### config.mk
export PLATFORM = sky130hd
export DESIGN_NAME = ccal_frame_seq
export DESIGN_NICKNAME = d
export VERILOG_FILES = /design/src/rtl/ccal_frame_seq.sv
export SDC_FILE = /design/constraint.sdc
export NUM_CORES = 1
export LEC_CHECK = 0
export ABC_AREA = 1
export ABC_CLOCK_PERIOD_IN_PS = 2000
export BUFFER_PORTS_ARGS = -buffer_cell sky130_fd_sc_hd__buf_4
export CORE_MARGIN = 2
export CORE_UTILIZATION = 35
export DETAILED_ROUTE_END_ITERATION = 8
export PLACE_DENSITY = 0.63
export SLEW_MARGIN = 10
export SYNTH_ARGS = -nofsm -noshare
export SYNTH_HDL_FRONTEND = slang
export SYNTH_SLANG_ARGS = --single-unit
### constraint.sdc
create_clock -name clk -period 2 [get_ports clk]
set_clock_uncertainty 0.05 [all_clocks]
set_input_delay 0.2 -clock clk [delete_from_list [all_inputs] [get_ports clk]]
set_output_delay 0.2 -clock clk [all_outputs]
set_load 0.02 [all_outputs]
### src/rtl/ccal_frame_seq.sv
// Frame sequencer in front of the CCAL labeller: thresholds and gates the raw
// pixel stream, polices line gap / width / height limits and counts CCAL records.
`timescale 1ns/1ps
module ccal_frame_seq #(
    parameter int PW      = 8,
    parameter int Wb      = 11,
    parameter int Hb      = 10,
    parameter int Nb      = 10,
    parameter int GAP_MIN = 8,
    parameter int CLR_CYC = 4,
    parameter int FLUSH   = (1 << Wb) + 16
) (
    input  logic          clk,
    input  logic          nRST,
    input  logic          Run,
    input  logic [Hb-1:0] FrameH,
    input  logic [PW-1:0] Thr,
    input  logic          InFS,
    input  logic          InLV,
    input  logic [PW-1:0] InPix,
    output logic          CcSrst,
    output logic          CcDataEn,
    output logic          CcPixel,
    input  logic          CcOEn,
    output logic          Busy,
    output logic          FrameDone,
    output logic [Nb-1:0] ObjCnt,
    output logic          LineErr,
    output logic          WidthErr,
    output logic          OvfErr
);

    localparam int TMAX = (FLUSH > GAP_MIN) ? ((FLUSH > CLR_CYC) ? FLUSH : CLR_CYC)
                                            : ((GAP_MIN > CLR_CYC) ? GAP_MIN : CLR_CYC);
    localparam int CW   = $clog2(TMAX + 1);

    localparam logic [CW-1:0] CLR_LAST   = CW'(CLR_CYC - 1);
    localparam logic [CW-1:0] GAP_LAST   = CW'(GAP_MIN - 1);
    localparam logic [CW-1:0] FLUSH_LAST = CW'(FLUSH - 1);
    localparam logic [Wb-1:0] MAX_PIX    = {Wb{1'b1}};
    localparam logic [Nb-1:0] MAX_RES    = {Nb{1'b1}};

    typedef enum logic [6:0] {
        S_IDLE  = 7'b0000001,
        S_CLEAR = 7'b0000010,
        S_WAITF = 7'b0000100,
        S_LINE  = 7'b0001000,
        S_GAP   = 7'b0010000,
        S_FLUSH = 7'b0100000,
        S_DONE  = 7'b1000000
    } state_e;

    state_e        state_q, state_d;
    logic [CW-1:0] tmr_q, tmr_d;
    logic [Wb-1:0] pix_cnt_q, pix_cnt_d;
    logic [Hb-1:0] line_cnt_q, line_cnt_d;
    logic [Hb-1:0] frame_h_q, frame_h_d;
    logic [PW-1:0] thr_q, thr_d;
    logic [Nb-1:0] res_cnt_q, res_cnt_d;
    logic [Nb-1:0] obj_cnt_q, obj_cnt_d;
    logic          lv_q;
    logic          line_act_q, line_act_d;
    logic          en_q, en_d;
    logic          pix_q, pix_d;
    logic          line_err_q, line_err_d;
    logic          width_err_q, width_err_d;
    logic          ovf_err_q, ovf_err_d;

    always_comb begin
        // NOTE: every signal driven here gets its default first, so no path can infer a latch.
        state_d     = state_q;
        tmr_d       = tmr_q;
        pix_cnt_d   = pix_cnt_q;
        line_cnt_d  = line_cnt_q;
        frame_h_d   = frame_h_q;
        thr_d       = thr_q;
        res_cnt_d   = res_cnt_q;
        obj_cnt_d   = obj_cnt_q;
        line_act_d  = line_act_q;
        en_d        = 1'b0;
        pix_d       = 1'b0;
        line_err_d  = line_err_q;
        width_err_d = width_err_q;
        ovf_err_d   = ovf_err_q;

        unique case (state_q)
            S_IDLE: begin
                if (Run) begin
                    state_d = S_CLEAR;
                    tmr_d   = '0;
                end
            end
            S_CLEAR: begin
                line_cnt_d = '0;
                res_cnt_d  = '0;
                pix_cnt_d  = '0;
                line_act_d = 1'b0;
                if (tmr_q == CLR_LAST) state_d = S_WAITF;
                else                   tmr_d   = tmr_q + 1'b1;
            end
            S_WAITF: begin
                if (!Run) begin
                    state_d = S_IDLE;
                end else if (InFS) begin
                    frame_h_d  = (FrameH == '0) ? Hb'(1) : FrameH;
                    thr_d      = Thr;
                    line_cnt_d = '0;
                    line_act_d = 1'b0;
                    state_d    = S_LINE;
                end
            end
            S_LINE: begin
                // A line is only accepted from a rising edge seen here; one already
                // high on entry (started with InFS) is ignored until it falls.
                if (InLV && !lv_q) begin
                    line_act_d = 1'b1;
                    pix_cnt_d  = Wb'(1);
                    en_d       = 1'b1;
                end else if (InLV && line_act_q) begin
                    if (pix_cnt_q == MAX_PIX) begin
                        width_err_d = 1'b1;
                    end else begin
                        pix_cnt_d = pix_cnt_q + 1'b1;
                        en_d      = 1'b1;
                    end
                end else if (!InLV && line_act_q) begin
                    line_act_d = 1'b0;
                    line_cnt_d = line_cnt_q + 1'b1;
                    tmr_d      = CW'(1);
                    state_d    = S_GAP;
                end
                pix_d = en_d & (InPix >= thr_q);
            end
            S_GAP: begin
                // tmr counts consecutive idle cycles; a line rising here is dropped.
                if (InLV) begin
                    tmr_d      = '0;
                    line_err_d = 1'b1;
                end else if (tmr_q == GAP_LAST) begin
                    tmr_d   = '0;
                    state_d = (line_cnt_q == frame_h_q) ? S_FLUSH : S_LINE;
                end else begin
                    tmr_d = tmr_q + 1'b1;
                end
            end
            S_FLUSH: begin
                if (tmr_q == FLUSH_LAST) state_d = S_DONE;
                else                     tmr_d   = tmr_q + 1'b1;
            end
            S_DONE: begin
                obj_cnt_d = res_cnt_q;
                tmr_d     = '0;
                state_d   = Run ? S_CLEAR : S_IDLE;
            end
            default: state_d = S_IDLE;
        endcase

        // OvfErr marks a record that could not be counted.
        if (CcOEn && !(state_q inside {S_IDLE, S_CLEAR})) begin
            if (res_cnt_q == MAX_RES) ovf_err_d = 1'b1;
            else                      res_cnt_d = res_cnt_q + 1'b1;
        end

        if (state_d == S_CLEAR && state_q != S_CLEAR) begin
            line_err_d  = 1'b0;
            width_err_d = 1'b0;
            ovf_err_d   = 1'b0;
        end
    end

    // NOTE: all registers, including latched frame parameters, take a known value on nRST.
    always_ff @(posedge clk or negedge nRST) begin
        if (!nRST) begin
            state_q     <= S_IDLE;
            tmr_q       <= '0;
            pix_cnt_q   <= '0;
            line_cnt_q  <= '0;
            frame_h_q   <= '0;
            thr_q       <= '0;
            res_cnt_q   <= '0;
            obj_cnt_q   <= '0;
            lv_q        <= 1'b0;
            line_act_q  <= 1'b0;
            en_q        <= 1'b0;
            pix_q       <= 1'b0;
            line_err_q  <= 1'b0;
            width_err_q <= 1'b0;
            ovf_err_q   <= 1'b0;
        end else begin
            // NOTE: non-blocking so every register samples pre-edge values.
            state_q     <= state_d;
            tmr_q       <= tmr_d;
            pix_cnt_q   <= pix_cnt_d;
            line_cnt_q  <= line_cnt_d;
            frame_h_q   <= frame_h_d;
            thr_q       <= thr_d;
            res_cnt_q   <= res_cnt_d;
            obj_cnt_q   <= obj_cnt_d;
            lv_q        <= InLV;
            line_act_q  <= line_act_d;
            en_q        <= en_d;
            pix_q       <= pix_d;
            line_err_q  <= line_err_d;
            width_err_q <= width_err_d;
            ovf_err_q   <= ovf_err_d;
        end
    end

    // CcSrst decodes straight from state so an async reset reaches CCAL immediately.
    assign CcSrst    = (state_q == S_IDLE) || (state_q == S_CLEAR);
    assign Busy      = (state_q != S_IDLE);
    assign FrameDone = (state_q == S_DONE);
    assign CcDataEn  = en_q;
    assign CcPixel   = pix_q;
    assign ObjCnt    = obj_cnt_q;
    assign LineErr   = line_err_q;
    assign WidthErr  = width_err_q;
    assign OvfErr    = ovf_err_q;

endmodule
**Word-level counts from Yosys, hierarchy flattened**

Index checks and enable logic that the tools add are counted.
W data, S select, Z words.

- Bits in registers: 85
- Input port bits: 32
- Word-level logic and storage cells: 138

- Add/subtract/negate cells: 4
- Order comparisons: 1
- Equality and inequality tests: 29
- Muxes and demuxes: 59
- Bitwise operators: 1
- Reductions and logical operators: 29

Operators with widths:

| cell | count |
|---|---|
| $mux W12 | 8 |
| $mux W10 | 9 |
| $pmux W12 S6 | 1 |
| $mux W7 | 10 |
| $pmux W7 S7 | 1 |
| $mux W11 | 3 |
| $pmux W10 S3 | 1 |
| $mux W1 | 22 |
| $pmux W11 S2 | 1 |
| $add A10 B1 Y10 const B | 2 |
| $reduce_bool A2 Y1 | 9 |
| $ne A2 B2 Y1 const B | 8 |
| $eq A7 B2 Y1 const B | 2 |
| $add A12 B1 Y12 const B | 1 |
| $eq A12 B12 Y1 const B | 1 |
| $eq A12 B2 Y1 const B | 1 |
| $eq A12 B3 Y1 const B | 1 |
| $ne A3 B3 Y1 const B | 4 |
| $add A11 B1 Y11 const B | 1 |
| $eq A11 B11 Y1 const B | 1 |
| $eq A10 B10 Y1 | 1 |
| $eq A10 B10 Y1 const B | 1 |
| $logic_not A10 Y1 | 1 |
| $ge A8 B8 Y1 | 1 |
| 24 further kinds | 32 |

**Depth between registers and ports, before layout**

Gate-level depths: netlist of run 1.

- Word-level depth: 10
- Depth in mapped cells: 11
- Depth with buffers taken out: 11

**Worst setup path before layout of run 1**

OpenSTA, ideal clock, no wires.

- Path type: register -> register
- Start: register state_q[2]
- End: register tmr_q[7]
- Arrival: 1601 ps
- Required time: 1831 ps
- Setup slack: 231 ps
- Cell stages (with the launch flop): 10
- Path buffers: 1
- Period minus slack after synthesis: 1769 ps
- Cells stage by stage: dfrtp_1 -> nor2_1 -> nand2_1 -> nor2_1 -> nor2_1 -> nand3_2 -> nand3_2 -> buf_6 -> nand2_1 -> nand2_1

- Word-level cells in the longest chain between the ends: 3
- Elaborated cells on any way between the ends: 15

RTL lines:

| item | RTL line | text |
|---|---|---|
| start: declaration | 53 | `state_e state_q, state_d;` |
| start signal: assignment | 191 | `state_q <= state_d;` |
| $eq A7 B7 Y1 (*) | - |  |
| named net FrameDone | 26 | `output logic FrameDone,` |
| $reduce_bool A6 Y1 (no source line) | - |  |
| $reduce_and A7 Y1 (no source line) | - |  |
| end signal: assignment | 192 | `tmr_q <= tmr_d;` |
| end: declaration | 54 | `logic [CW-1:0] tmr_q, tmr_d;` |

Mark *: on every way through the listed nets, which the timed path passes. The rest lies on a longest branch.
A chain may end at the register's enable or synchronous reset.

**Final worst setup path of run 1**

- Start: register state_q[0]
- End: output CcSrst

- Word-level cells in the longest chain between the ends: 2
- Elaborated cells on any way between the ends: 3

RTL lines:

| item | RTL line | text |
|---|---|---|
| $eq A7 B1 Y1 / $eq A7 B2 Y1 (equally long branches) | 210 | `assign CcSrst = (state_q == S_IDLE) \|\| (state_q == S_CLEAR);` |
| $logic_or A1 B1 Y1 (*) | 210 |  |
| end: declaration | 21 | `output logic CcSrst,` |

Every way passes the cells marked *; elsewhere a longest branch is shown, timed or not.

==> results of run 1 <==
-- registers in the layout, summed over array words and instances, names as in the netlist --
name	flops
CcPixel	1
frame_h_q	10
state_q	7
CcDataEn	1
WidthErr	1
pix_cnt_q	11
lv_q	1
ObjCnt	10
LineErr	1
OvfErr	1
line_cnt_q	10
tmr_q	12
line_act_q	1
res_cnt_q	10
thr_q	8
-- synthesized netlist by cell type, drive strengths merged, types with 2 or more instances --
| master | n |
|---|---|
| buf | 9 |
| ha | 12 |
| clkbuf | 5 |
| nand3 | 81 |
| and2 | 2 |
| xor2 | 14 |
| nor3b | 2 |
| or2 | 4 |
| nand4 | 17 |
| nor2 | 93 |
| inv | 94 |
| o21ai | 57 |
| xnor2 | 6 |
| nor3 | 11 |
| a21oi | 9 |
| nand2 | 222 |
| dfrtp | 84 |
-- per-stage QoR --
stage	area (um^2)	instances	worst slack, ns
floorplan	5182	729	0.2305
global placement	5824	963	0.1789
detailed placement	5824	963	0.1386
CTS	6173	981	0.05445
global route	6191	981	0.001424
finish	6191	981	0.1153
-- kinds of logic (layout without fill, tap and decap cells) --
logic type / Yosys count / in the layout / synth area share
and+or+nand+nor: 434 / 434 / 0.3718
xor gates and xnor gates: 20 / 20 / 0.03380
buffers and inverters: 108 / 176 / 0.08377
adders and majority gates: 12 / 12 / 0.02897
DFF: 85 / 85 / 0.4107
AOI/OAI and AO/OA: 70 / 70 / 0.07098
-- routing by layer --
| layer | up-vias | GRT usage | share of wire |
|---|---|---|---|
| met5 | - | 0 | 0 |
| li1 | 2459 | - | - |
| met1 | 2123 | 0.2234 | 0.48 |
| met2 | 78 | 0.2636 | 0.46 |
| met3 | 16 | 0.03483 | 0.042 |
| met4 | 0 | 0.04837 | 0.013 |
-- what timing repair did --
action / 4_1_cts / 5_1_grt
hold buffers: 3 / 0
hold endpoints to repair: 34 / 0
endpoints found under the setup margin: 1 / 31
resized for setup: 1 / 6
-- power by group --
part / internal (mW) / leakage [nW] / switching, mW
clock: 1.07 / 0.155 / 0.715
sequential: 1.82 / 1.12 / 0.0897
combinational: 0.367 / 1.90 / 0.753
total: 3.26 / 3.18 / 1.56
-- worst paths after layout --
path | end | slack (ns) | depth (start not counted)
max | CcSrst | 0.12 | 7
min | thr_q[7] | 0.008 | 3
max reg2reg | line_cnt_q[7] | 0.17 | 10
min reg2reg | ObjCnt[1] | 0.43 | 2
max in group asynchronous | thr_q[2] | 0.98 | 3
min in group asynchronous | pix_cnt_q[1] | 0.30 | 2
-- cell type report --
type	instances	area (um^2)
fillers	1482	8288
multi-input cells	536	2638
clock buffers	12	266.5
clock inverters	4	55.05
well taps	184	230.2
repair buffers	66	519.2
inverters	94	352.8
flip-flops and latches	85	2130
-- critical path: cells and delay by family (launching register included) --
family / cells / cell delay, ns
buf+inv: 3 / 0.46
flops: 1 / 0.56
simple gates: 4 / 0.27
==> summary.md, run 1 <==
| Metric | Value |
|---|---|
| Status | `complete, no violations` |
| Initial DRC count | `312` |
| Reg-to-Reg Start | `state_q[0]` |
| Peak supply drop | `0.0004350 V` |
| Slowest cell on crit path | `dfstp_2` |
| Syn Inst Count | `729` |
| Die height | `125.7 um` |
| First-pass GRT wire length | `21.38 mm` |
| Number of synthesized flops with an enable pin | `0` |
| Core ar. | `14,480 um^2` |
| RSZ-0062 raised after global routing | `false` |
| CP Cell Sequence | `inv_1, nand2_1, nor2_1, nand2_1, buf_6, nand2_1, buf_4` |
| Setup_tns | `0 ns` |
| Commonest cells after routing, fill and taps aside | `nand2_1 (211), inv_1 (89), dfrtp_1 (83), nor2_1 (83), nand3_1 (76)` |
| I/O pin count | `50` |
| Root Buffer | `clkbuf_16` |
| CTS tree | `built` |
| Overall power | `4.815 mW` |
| Crit path largest cell delay | `0.56 ns` |
| Area contributors post-synth | `dfrtp_1 (41%), nand2_1 (15%), nand3_1 (7.3%), inv_1 (6.4%), nor2_1 (6.0%)` |
| Die width | `125.7 um` |
| Post-CTS Setup Inserts | `0` |
| Syn_nets | `773` |
| Overflow after GRT | `0` |
| Register bit total from synthesis | `85` |
| Slew Limit Fails | `0` |
| Initial antenna violation count | `0` |
| # DRC | `0` |
| Final Setup Violations | `0` |
| Critical path launch point type | `flop` |
| Gpl congestion | `0.8691` |
| Hold Vio Cnt, Final | `0` |
| Pre-antenna DRT Iters | `4` |
| Worst-path clk slew | `0.06 ns` |
| Share of Yosys cell area claimed by the top area cell type | `0.4056` |
| Num rows | `44` |
| Number of port buffers | `49` |
| Post-synth top flop | `dfrtp_1` |
| DR WL/cell | `12.28 um` |
| Lkg Pwr | `3.175 nW` |
| Overall die area | `15,800 um^2` |
| Ant diodes | `0` |
| Vias in the first global route | `4,498` |
| H-tree levels | `3` |
| Synthesized area | `5182 um^2` |
| Final Critical Period | `1.885 ns` |
| Initial Util | `0.3579` |
| Max-cap violations | `0` |
| Top cell by count, worst path | `nand2_1` |
| Worst Setup SP | `state_q[0]` |
| Register area share after synthesis | `0.4107` |
| Data required, critical path | `1.75 ns` |
| Clk sinks | `85` |
| Yosys Warn Count | `0` |
| Hold crit path type | `in -> reg` |
| Final #Nets | `836` |
| WL final | `12.05 mm` |
| Post-layout util | `0.4276` |
| Post-synth ARST share | `1.000` |
| Worst hold start | `Thr[7]` |
| Vias per cell | `4.767` |
| Worst Tran Pin Value | `0.4667 ns` |
| Clk buf depth | `2` |
| Max Clock Freq | `530.6 MHz` |
| Crit Path Category | `reg -> out` |
| Hold slack | `0.007587 ns` |
| Most common cell after layout, fill and taps aside | `nand2_1` |
| Relative slew margins | `0.6889` |
| Critical Path AT | `1.63 ns` |
| Final period util | `0.9424` |
| Syn avg cell area | `7.109 um^2` |
| Largest net degree at the start of global routing | `53` |
| Worst setup EP type | `output port` |
| Synthesis-to-finish area growth | `19.46%` |
| CP max FO | `20` |
| HPWL after DPL | `8.859 mm` |
| PD cells | `777.8 nW/um^2` |
| Inserted Clock Buffers | `9` |
| Clock Latency Late Sink | `0.35 ns` |
| Share of layout cells above drive strength 1 | `0.1506` |
| Routed Antenna Nets | `0` |
| Synth cell types | `35` |
| GRT Overall Usage | `0.1639` |
| Area leader, netlist | `dfrtp_1` |
| Via count | `4,676` |
Power figures use the tool's default switching activity.
==> inputs of run 2 (changes only) <==
GPL_ROUTABILITY_DRIVEN = 0   (was not set)
HOLD_SLACK_MARGIN = 0.06   (was not set)
PLACE_DENSITY = not set   (was 0.63)
PLACE_DENSITY_LB_ADDON = 0.3   (was not set)
==> summary.md, run 2 (synthesis results as in run 1) <==
| Metric | Value |
|---|---|
| Pre-antenna DRT Iters | `5 (was 4)` |
| Synthesis-to-finish area growth | `21.44% (was 19.46%)` |
| Seq. cell area | `2130 um^2 (unchanged)` |
| Overflow after GRT | `0 (unchanged)` |
| Overall die area | `15,800 um^2 (unchanged)` |
| Largest registers | `tmr_q: 12 flops, pix_cnt_q: 11 flops (unchanged)` |
| I/O pin count | `50 (unchanged)` |
| Most common cell after layout, fill and taps aside | `nand2_1 (unchanged)` |
| WL final | `12.35 mm (was 12.05 mm)` |
| Worst reg2reg setup slack | `0.19 ns (was 0.17 ns)` |
| Worst hold start | `FrameH[8] (was Thr[7])` |
| Placed Cells | `965 (was 963)` |
| Final #Nets | `850 (was 836)` |
| GRT Overall Usage | `0.1668 (was 0.1639)` |
| Clk buf depth | `2 (unchanged)` |
| Via count | `4,721 (was 4,676)` |
| Crit path max-delay family | `simple AND/OR/NAND/NOR gates (was flip-flops)` |
| Worst setup EP type | `output port (unchanged)` |
| # DRC | `0 (unchanged)` |
| Routed Antenna Nets | `0 (unchanged)` |
| Inserted Clock Buffers | `9 (unchanged)` |
| Crit path largest cell delay | `0.42 ns (was 0.56 ns)` |
| Vias per cell | `4.749 (was 4.767)` |
| Setup_tns | `0 ns (unchanged)` |
| HPWL after DPL | `9.137 mm (was 8.859 mm)` |
| Worst path bufs/invs | `3 (unchanged)` |
| Die width | `125.7 um (unchanged)` |
| Max FFs per register | `12 (unchanged)` |
| CP max FO | `20 (unchanged)` |
| Slew Limit Fails | `0 (unchanged)` |
| Max-cap violations | `0 (unchanged)` |
| First-pass GRT wire length | `21.55 mm (was 21.38 mm)` |
| Worst-path clk slew | `0.06 ns (about the same)` |
| Initial Util | `0.3579 (unchanged)` |
| Commonest cells after routing, fill and taps aside | `nand2_1 (211), inv_1 (89), dfrtp_1 (83), nor2_1 (82), nand3_1 (76) (was nand2_1 (211), inv_1 (89), dfrtp_1 (83), nor2_1 (83), nand3_1 (76))` |
| Number of port buffers | `49 (unchanged)` |
| PD cells | `748.7 nW/um^2 (was 777.8 nW/um^2)` |
| Initial DRC count | `321 (was 312)` |
| Critical path launch point type | `flop (unchanged)` |
| DR WL/cell | `12.42 um (was 12.28 um)` |
| H-tree levels | `3 (unchanged)` |
| Data required, critical path | `1.75 ns (about the same)` |
| Clk sinks | `85 (unchanged)` |
| Top cell by count, worst path | `nand2_1 (unchanged)` |
| Reg-to-Reg Start | `pix_cnt_q[0] (was state_q[0])` |
| Fill count | `1,543 (was 1,482)` |
| Hold path depth | `3 (unchanged)` |
| Die height | `125.7 um (unchanged)` |
| Slowest cell on crit path | `dfrtp_1 (was dfstp_2)` |
| RSZ-0062 raised after global routing | `false (unchanged)` |
| Placed Area | `5839 um^2 (was 5824 um^2)` |
| Hold slack | `0.08932 ns (was 0.007587 ns)` |
| Core ar. | `14,480 um^2 (unchanged)` |
| Max Clock Freq | `533.0 MHz (was 530.6 MHz)` |
| Multi-input gate area | `2638 um^2 (unchanged)` |
| Largest net degree at the start of global routing | `36 (was 53)` |
| Final Instance Area | `6294 um^2 (was 6191 um^2)` |
| Ant diodes | `0 (unchanged)` |
| Final Critical Period | `1.876 ns (was 1.885 ns)` |
| Final period util | `0.9382 (was 0.9424)` |
| Crit Path Category | `reg -> out (unchanged)` |
| Worst Tran Pin Value | `0.4822 ns (was 0.4667 ns)` |
| Num rows | `44 (unchanged)` |
| CTS tree | `built (unchanged)` |
| Final Setup Violations | `0 (unchanged)` |
| Worst r2r dst | `pix_cnt_q[5] (was line_cnt_q[7])` |
| CP Cell Sequence | `inv_2, nand2_1, nor2_2, nand2_1, buf_6, nand2_1, buf_4 (was inv_1, nand2_1, nor2_1, nand2_1, buf_6, nand2_1, buf_4)` |
| Initial antenna violation count | `0 (unchanged)` |
| Share of layout cells above drive strength 1 | `0.1494 (was 0.1506)` |
| Peak supply drop | `0.0004011 V (was 0.0004350 V)` |
| Largest Register | `tmr_q (unchanged)` |
| Root Buffer | `clkbuf_16 (unchanged)` |
| Critical Path AT | `1.63 ns (about the same)` |
| Non-filler cells, final | `994 (was 981)` |
| Reg2reg path depth | `10 (unchanged)` |
| Clock Latency Late Sink | `0.34 ns (was 0.35 ns)` |
| Post-CTS Setup Inserts | `0 (unchanged)` |
| Hold crit path type | `in -> reg (unchanged)` |
| Relative slew margins | `0.6785 (was 0.6889)` |
| Hold Vio Cnt, Final | `0 (unchanged)` |
| Vias in the first global route | `4,564 (was 4,498)` |
| Lkg Pwr | `3.228 nW (was 3.175 nW)` |
| Status | `complete, no violations (unchanged)` |
| Hold worst-path end | `frame_h_q[8] (was thr_q[7])` |
[run 2: power breakdown]
part | leakage, nW | switching, mW | internal (mW)
sequential | 1.12 | 0.0903 | 1.82
combinational | 1.96 | 0.755 | 0.378
clock | 0.145 | 0.680 | 0.993
total | 3.23 | 1.53 | 3.19
[run 2: what timing repair did]
action,in CTS,in global routing
hold buffers,14,0
resized for setup,0,6
endpoints found under the hold margin,45,0
endpoints found under the setup margin,0,30
[run 2: worst reg2reg max path: stages (launching register included)]
cell	delay, ns
dfrtp_2	0.41
ha_1	0.24
nand2_2	0.11
nor2_2	0.15
nand2_2	0.08
nor3_4	0.14
nand2_2	0.08
nand2_4	0.13
nand2_4	0.15
nand2_1	0.11
o21ai_2	0.05
[run 2: per-stage QoR]
step                  util  setup WS, ns  power [mW]
floorplan                -        0.2305       2.676
global placement    0.4033        0.1552       3.013
CTS                 0.4331       0.06236       4.742
finish              0.4347        0.1237       4.712
detailed placement  0.4033        0.1421       3.024
global route        0.4347       0.01772       5.014
[run 2: worst max path at each step]
stage,startpoint,to,depth (start not counted)
after floorplan,state_q[2],tmr_q[7],9
after CTS,state_q[0],CcSrst,7
after global placement,state_q[2],tmr_q[11],8
after global routing,pix_cnt_q[0],pix_cnt_q[5],10
final,state_q[5],CcSrst,7
after detailed placement,state_q[0],line_cnt_q[4],10
[run 2: area by class of cell]
class                   count  share of cell area
clock inverters             4            0.007753
well taps                 184             0.03658
inverters                  94             0.05606
multi-input cells         536              0.4191
repair buffers             80              0.1036
clock buffers              11             0.03857
flip-flops and latches     85              0.3384
[run 2: layer usage]
layer | wire, um | share of wire | track usage
met5 | 0 | 0 | 0
met4 | 192 | 0.016 | 0.05621
met1 | 6066 | 0.49 | 0.2287
met2 | 5631 | 0.46 | 0.2677
met3 | 458 | 0.037 | 0.02931
==> inputs of run 3 (changes only) <==
ABC_AREA = not set   (was 1)
==> summary.md, run 3 <==
| Metric | Value |
|---|---|
| Status | `complete, but fails checks (was complete, no violations)` |
| Failing checks | `negative setup slack` |
| Commonest cells after routing, fill and taps aside | `buf_4 (117), dfrtp_1 (81), nand2_1 (46), nor2_1 (35), o21ai_0 (29) (was nand2_1 (211), inv_1 (89), dfrtp_1 (83), nor2_1 (82), nand3_1 (76))` |
| Combinational fraction of design power | `0.312 (was 0.240)` |
| Initial DRC count | `235 (was 321)` |
| Crit path largest cell delay | `0.45 ns (was 0.42 ns)` |
| I/O pin count | `50 (unchanged)` |
| Reg2reg path depth | `9 (was 10)` |
| Post-synthesis mux area share | `0.06033 (was 0)` |
| Root Buffer | `clkbuf_16 (unchanged)` |
| Most common cell in the netlist | `dfrtp_1 (was nand2_1)` |
| Setup_tns | `-0.4269 ns (was 0 ns)` |
| Met2 GRT Util | `0.2784 (was 0.2677)` |
| Synth Area in Adders | `0.03415 (was 0.02897)` |
| Number of synthesized flops with an enable pin | `0 (unchanged)` |
| Num rows | `40 (was 44)` |
| Share of layout cells above drive strength 1 | `0.3714 (was 0.1494)` |
| Synth cell types | `59 (was 35)` |
| Worst Tran Pin Value | `0.6972 ns (was 0.4822 ns)` |
| Worst r2r dst | `tmr_q[11] (was pix_cnt_q[5])` |
| Worst-path clk slew | `0.06 ns (about the same)` |
| Max Clock Freq | `476.1 MHz (was 533.0 MHz)` |
| GRT Overall Usage | `0.1610 (was 0.1668)` |
| Crit path max-delay family | `simple AND/OR/NAND/NOR gates (unchanged)` |
| PD cells | `822.1 nW/um^2 (was 748.7 nW/um^2)` |
| Hold path depth | `2 (was 3)` |
| Initial antenna violation count | `0 (unchanged)` |
| Area leader, netlist | `dfrtp_1 (unchanged)` |
| Die height | `116.1 um (was 125.7 um)` |
| Ant diodes | `0 (unchanged)` |
| Data required, critical path | `2.20 ns (was 1.75 ns)` |
| Largest family of logic cells by synthesized area | `simple AND/OR/NAND/NOR gates (unchanged)` |
| Overflow after GRT | `0 (unchanged)` |
| Register area share after synthesis | `0.4841 (was 0.4107)` |
| Pre-antenna DRT Iters | `5 (unchanged)` |
| Met3 track demand over resource | `0.02877 (was 0.02931)` |
| Routed Antenna Nets | `0 (unchanged)` |
| Peak supply drop | `0.0004483 V (was 0.0004011 V)` |
| Critical Path AT | `2.30 ns (was 1.63 ns)` |
| Register bit total from synthesis | `85 (unchanged)` |
| Final period util | `1.050 (was 0.9382)` |
| Overall die area | `13,470 um^2 (was 15,800 um^2)` |
| Core ar. | `12,160 um^2 (was 14,480 um^2)` |
| Share of Yosys cell area claimed by the top area cell type | `0.4781 (was 0.4056)` |
| Clock Latency Late Sink | `0.34 ns (about the same)` |
| Simple-gate share of the synthesized area | `0.2160 (was 0.3718)` |
| Worst setup EP type | `flop (was output port)` |
| Area contributors post-synth | `dfrtp_1 (48%), mux2_2 (5.1%), o21ai_0 (4.7%), nand2_1 (4.3%), ha_1 (3.4%) (was dfrtp_1 (41%), nand2_1 (15%), nand3_1 (7.3%), inv_1 (6.4%), nor2_1 (6.0%))` |
| Clk buf depth | `2 (unchanged)` |
| Top cells by count, synth | `dfrtp_1 (84), nand2_1 (50), o21ai_0 (41) (was nand2_1 (212), inv_1 (89), dfrtp_1 (84))` |
| # DRC | `0 (unchanged)` |
| Hold crit path type | `in -> reg (unchanged)` |
| Largest Register | `tmr_q (unchanged)` |
| Sw Share | `0.3011 (was 0.3237)` |
| Post-synth top flop | `dfrtp_1 (unchanged)` |
| Clk sinks | `85 (unchanged)` |
| Vias per cell | `5.022 (was 4.749)` |
| CTS tree | `built (unchanged)` |
| Synthesized area | `4397 um^2 (was 5182 um^2)` |
| Share of power burned in registers | `0.360 (was 0.405)` |
| Crit Path Category | `reg -> reg (was reg -> out)` |
| Worst hold start | `FrameH[9] (was FrameH[8])` |
| Largest net degree at the start of global routing | `40 (was 36)` |
| Slew Limit Fails | `0 (unchanged)` |
| Met1 usage | `0.1977 (was 0.2287)` |
| HPWL after DPL | `7.518 mm (was 9.137 mm)` |
| Critical path launch point type | `flop (unchanged)` |
| Hold worst-path end | `frame_h_q[9] (was frame_h_q[8])` |
| Syn avg cell area | `9.814 um^2 (was 7.109 um^2)` |
| Die width | `116.1 um (was 125.7 um)` |
| Non-filler cells, final | `763 (was 994)` |
| RSZ-0062 raised after global routing | `true (was false)` |
| Final Setup Violations | `12 (was 0)` |
| CP max FO | `6 (was 20)` |
| Slowest cell on crit path | `dfrtp_2 (was dfrtp_1)` |
| Worst reg2reg setup slack | `-0.10 ns (was 0.19 ns)` |
| Most common cell after layout, fill and taps aside | `buf_4 (was nand2_1)` |
| Number of port buffers | `49 (unchanged)` |
| Via count | `3,832 (was 4,721)` |
| Synthesis-to-finish area growth | `43.63% (was 21.44%)` |
| Lkg Pwr | `3.046 nW (was 3.228 nW)` |
| Vias in the first global route | `3,762 (was 4,564)` |
| H-tree levels | `3 (unchanged)` |
| Inserted Clock Buffers | `9 (unchanged)` |
| Sw power | `1.563 mW (was 1.525 mW)` |
| Relative slew margins | `0.5309 (was 0.6785)` |
| WL final | `10.95 mm (was 12.35 mm)` |
| Worst path bufs/invs | `2 (was 3)` |
| Hold Vio Cnt, Final | `0 (unchanged)` |
| Post-synth ARST share | `1.000 (unchanged)` |
| Reg-to-Reg Start | `state_q[5] (was pix_cnt_q[0])` |
| Initial Util | `0.3615 (was 0.3579)` |
| DR WL/cell | `14.36 um (was 12.42 um)` |
| Final Critical Period | `2.101 ns (was 1.876 ns)` |
| Power share of the clock group | `0.328 (was 0.355)` |
| Largest registers | `tmr_q: 12 flops, pix_cnt_q: 11 flops (unchanged)` |
| P_int | `3.628 mW (was 3.187 mW)` |
| Final #Nets | `634 (was 850)` |
| Fraction of the mapped netlist area in compound gates | `0.1352 (was 0.07098)` |
| Syn Inst Count | `448 (was 729)` |
| Yosys Warn Count | `0 (unchanged)` |
| Max-cap violations | `0 (unchanged)` |
| GRT busiest layer | `met2 (unchanged)` |
| Max FFs per register | `12 (unchanged)` |
| CP Cell Sequence | `buf_6, buf_6, xor2_1, o2111ai_1, nand3_1, o211ai_2, nand2b_4, or2_4, o31ai_1 (was inv_2, nand2_1, nor2_2, nand2_1, buf_6, nand2_1, buf_4)` |
| First-pass GRT wire length | `17.24 mm (was 21.55 mm)` |
| Placed Cells | `711 (was 965)` |
| Synth Area in XOR/XNOR | `0.04183 (was 0.03380)` |
| Final WS setup | `-0.1005 ns (was 0.1237 ns)` |
| Syn_nets | `492 (was 773)` |
| Top cell by count, worst path | `buf_6 (was nand2_1)` |
[run 3: changes by cell type in the layout (fill, tap and decap cells not counted), moves of 12 or more]
cell / change
and3_1: +14
mux2_2: +20
o21ai_1: +12
inv_1: -74
nor2_1: -47
o21ai_0: -25
nand2_1: -165
nand3_1: -58
buf_4: +53
[run 3: cell type report]
cell class | instances | area (um^2)
timing repair buffer | 142 | 1145
clock buffer | 10 | 239.0
fill | 1067 | 5847
inverter | 16 | 60.06
clock inverter | 6 | 71.32
tap | 168 | 210.2
multi-input combinational | 336 | 2457
sequential | 85 | 2132
[run 3: routing by layer]
metal	routed length, um	part of all wire
met1	4938	0.45
met3	338	0.031
met5	0	0
met2	5530	0.50
met4	146	0.013
[run 3: cell families (layout without fill, tap and decap cells)]
group / count (synthesis) / after routing
AO/OA/AOI/OAI: 93 / 94
flip-flops: 85 / 85
AND/OR/NAND/NOR: 185 / 185
multiplexers: 24 / 24
adder cells (fa/ha/maj): 12 / 12
buffers and inverters: 28 / 174
XOR/XNOR: 21 / 21
[run 3: worst register-to-register path, stage by stage (launching register included)]
cell and delay [ns]:
dfrtp_2 0.45, buf_6 0.14, buf_6 0.10, xor2_1 0.15
o2111ai_1 0.14, nand3_1 0.19, o211ai_2 0.12, nand2b_4 0.16
or2_4 0.28, o31ai_1 0.23
[run 3: timing repair]
action                                  in CTS  in global routing
endpoints found under the setup margin      41                 52
hold endpoints to repair                    54                  0
cloned                                       0                  1
pin swaps                                   19                 16
hold buffers                                19                  0
resized for setup                           26                 50
setup buffers                               11                  6
[run 3: worst max-delay path by stage]
stage                         endpoint  slack (ns)       start  cells past startpoint
final                        tmr_q[11]       -0.10  state_q[5]                      9
after global routing         tmr_q[11]       -0.17  state_q[5]                      9
after CTS                 res_cnt_q[7]       -0.07  state_q[5]                      7
after detailed placement  pix_cnt_q[8]       -0.16  state_q[6]                      8
after global placement    pix_cnt_q[9]       -0.13  state_q[6]                      8
after floorplan           res_cnt_q[7]       -0.12  state_q[5]                      8
[run 3: stage by stage]
stage               cell area [um^2]  utilization  total power [mW]  setup WS, ns  hold WS [ns]
floorplan                       4420            -             2.520       -0.1188       -0.1456
global placement                5379       0.4423             3.165       -0.1290        0.1608
detailed placement              5379       0.4423             3.182       -0.1628        0.1718
CTS                             6053       0.4977             5.080      -0.07169       0.07017
global route                    6315       0.5192             5.446       -0.1670       0.07622
finish                          6315       0.5192             5.191       -0.1005       0.08920
[run 3: power groups by stage]
| stage | registers [mW] | logic, mW | clock network (mW) |
|---|---|---|---|
| 5_1_grt | 1.87 | 1.75 | 1.82 |
| 6_report | 1.87 | 1.62 | 1.70 |
| 2_1_floorplan | 1.90 | 0.617 | 0 |
| 4_1_cts | 1.87 | 1.45 | 1.76 |
| 3_3_place_gp | 1.89 | 1.27 | 0 |
| 3_5_place_dp | 1.89 | 1.29 | 0 |
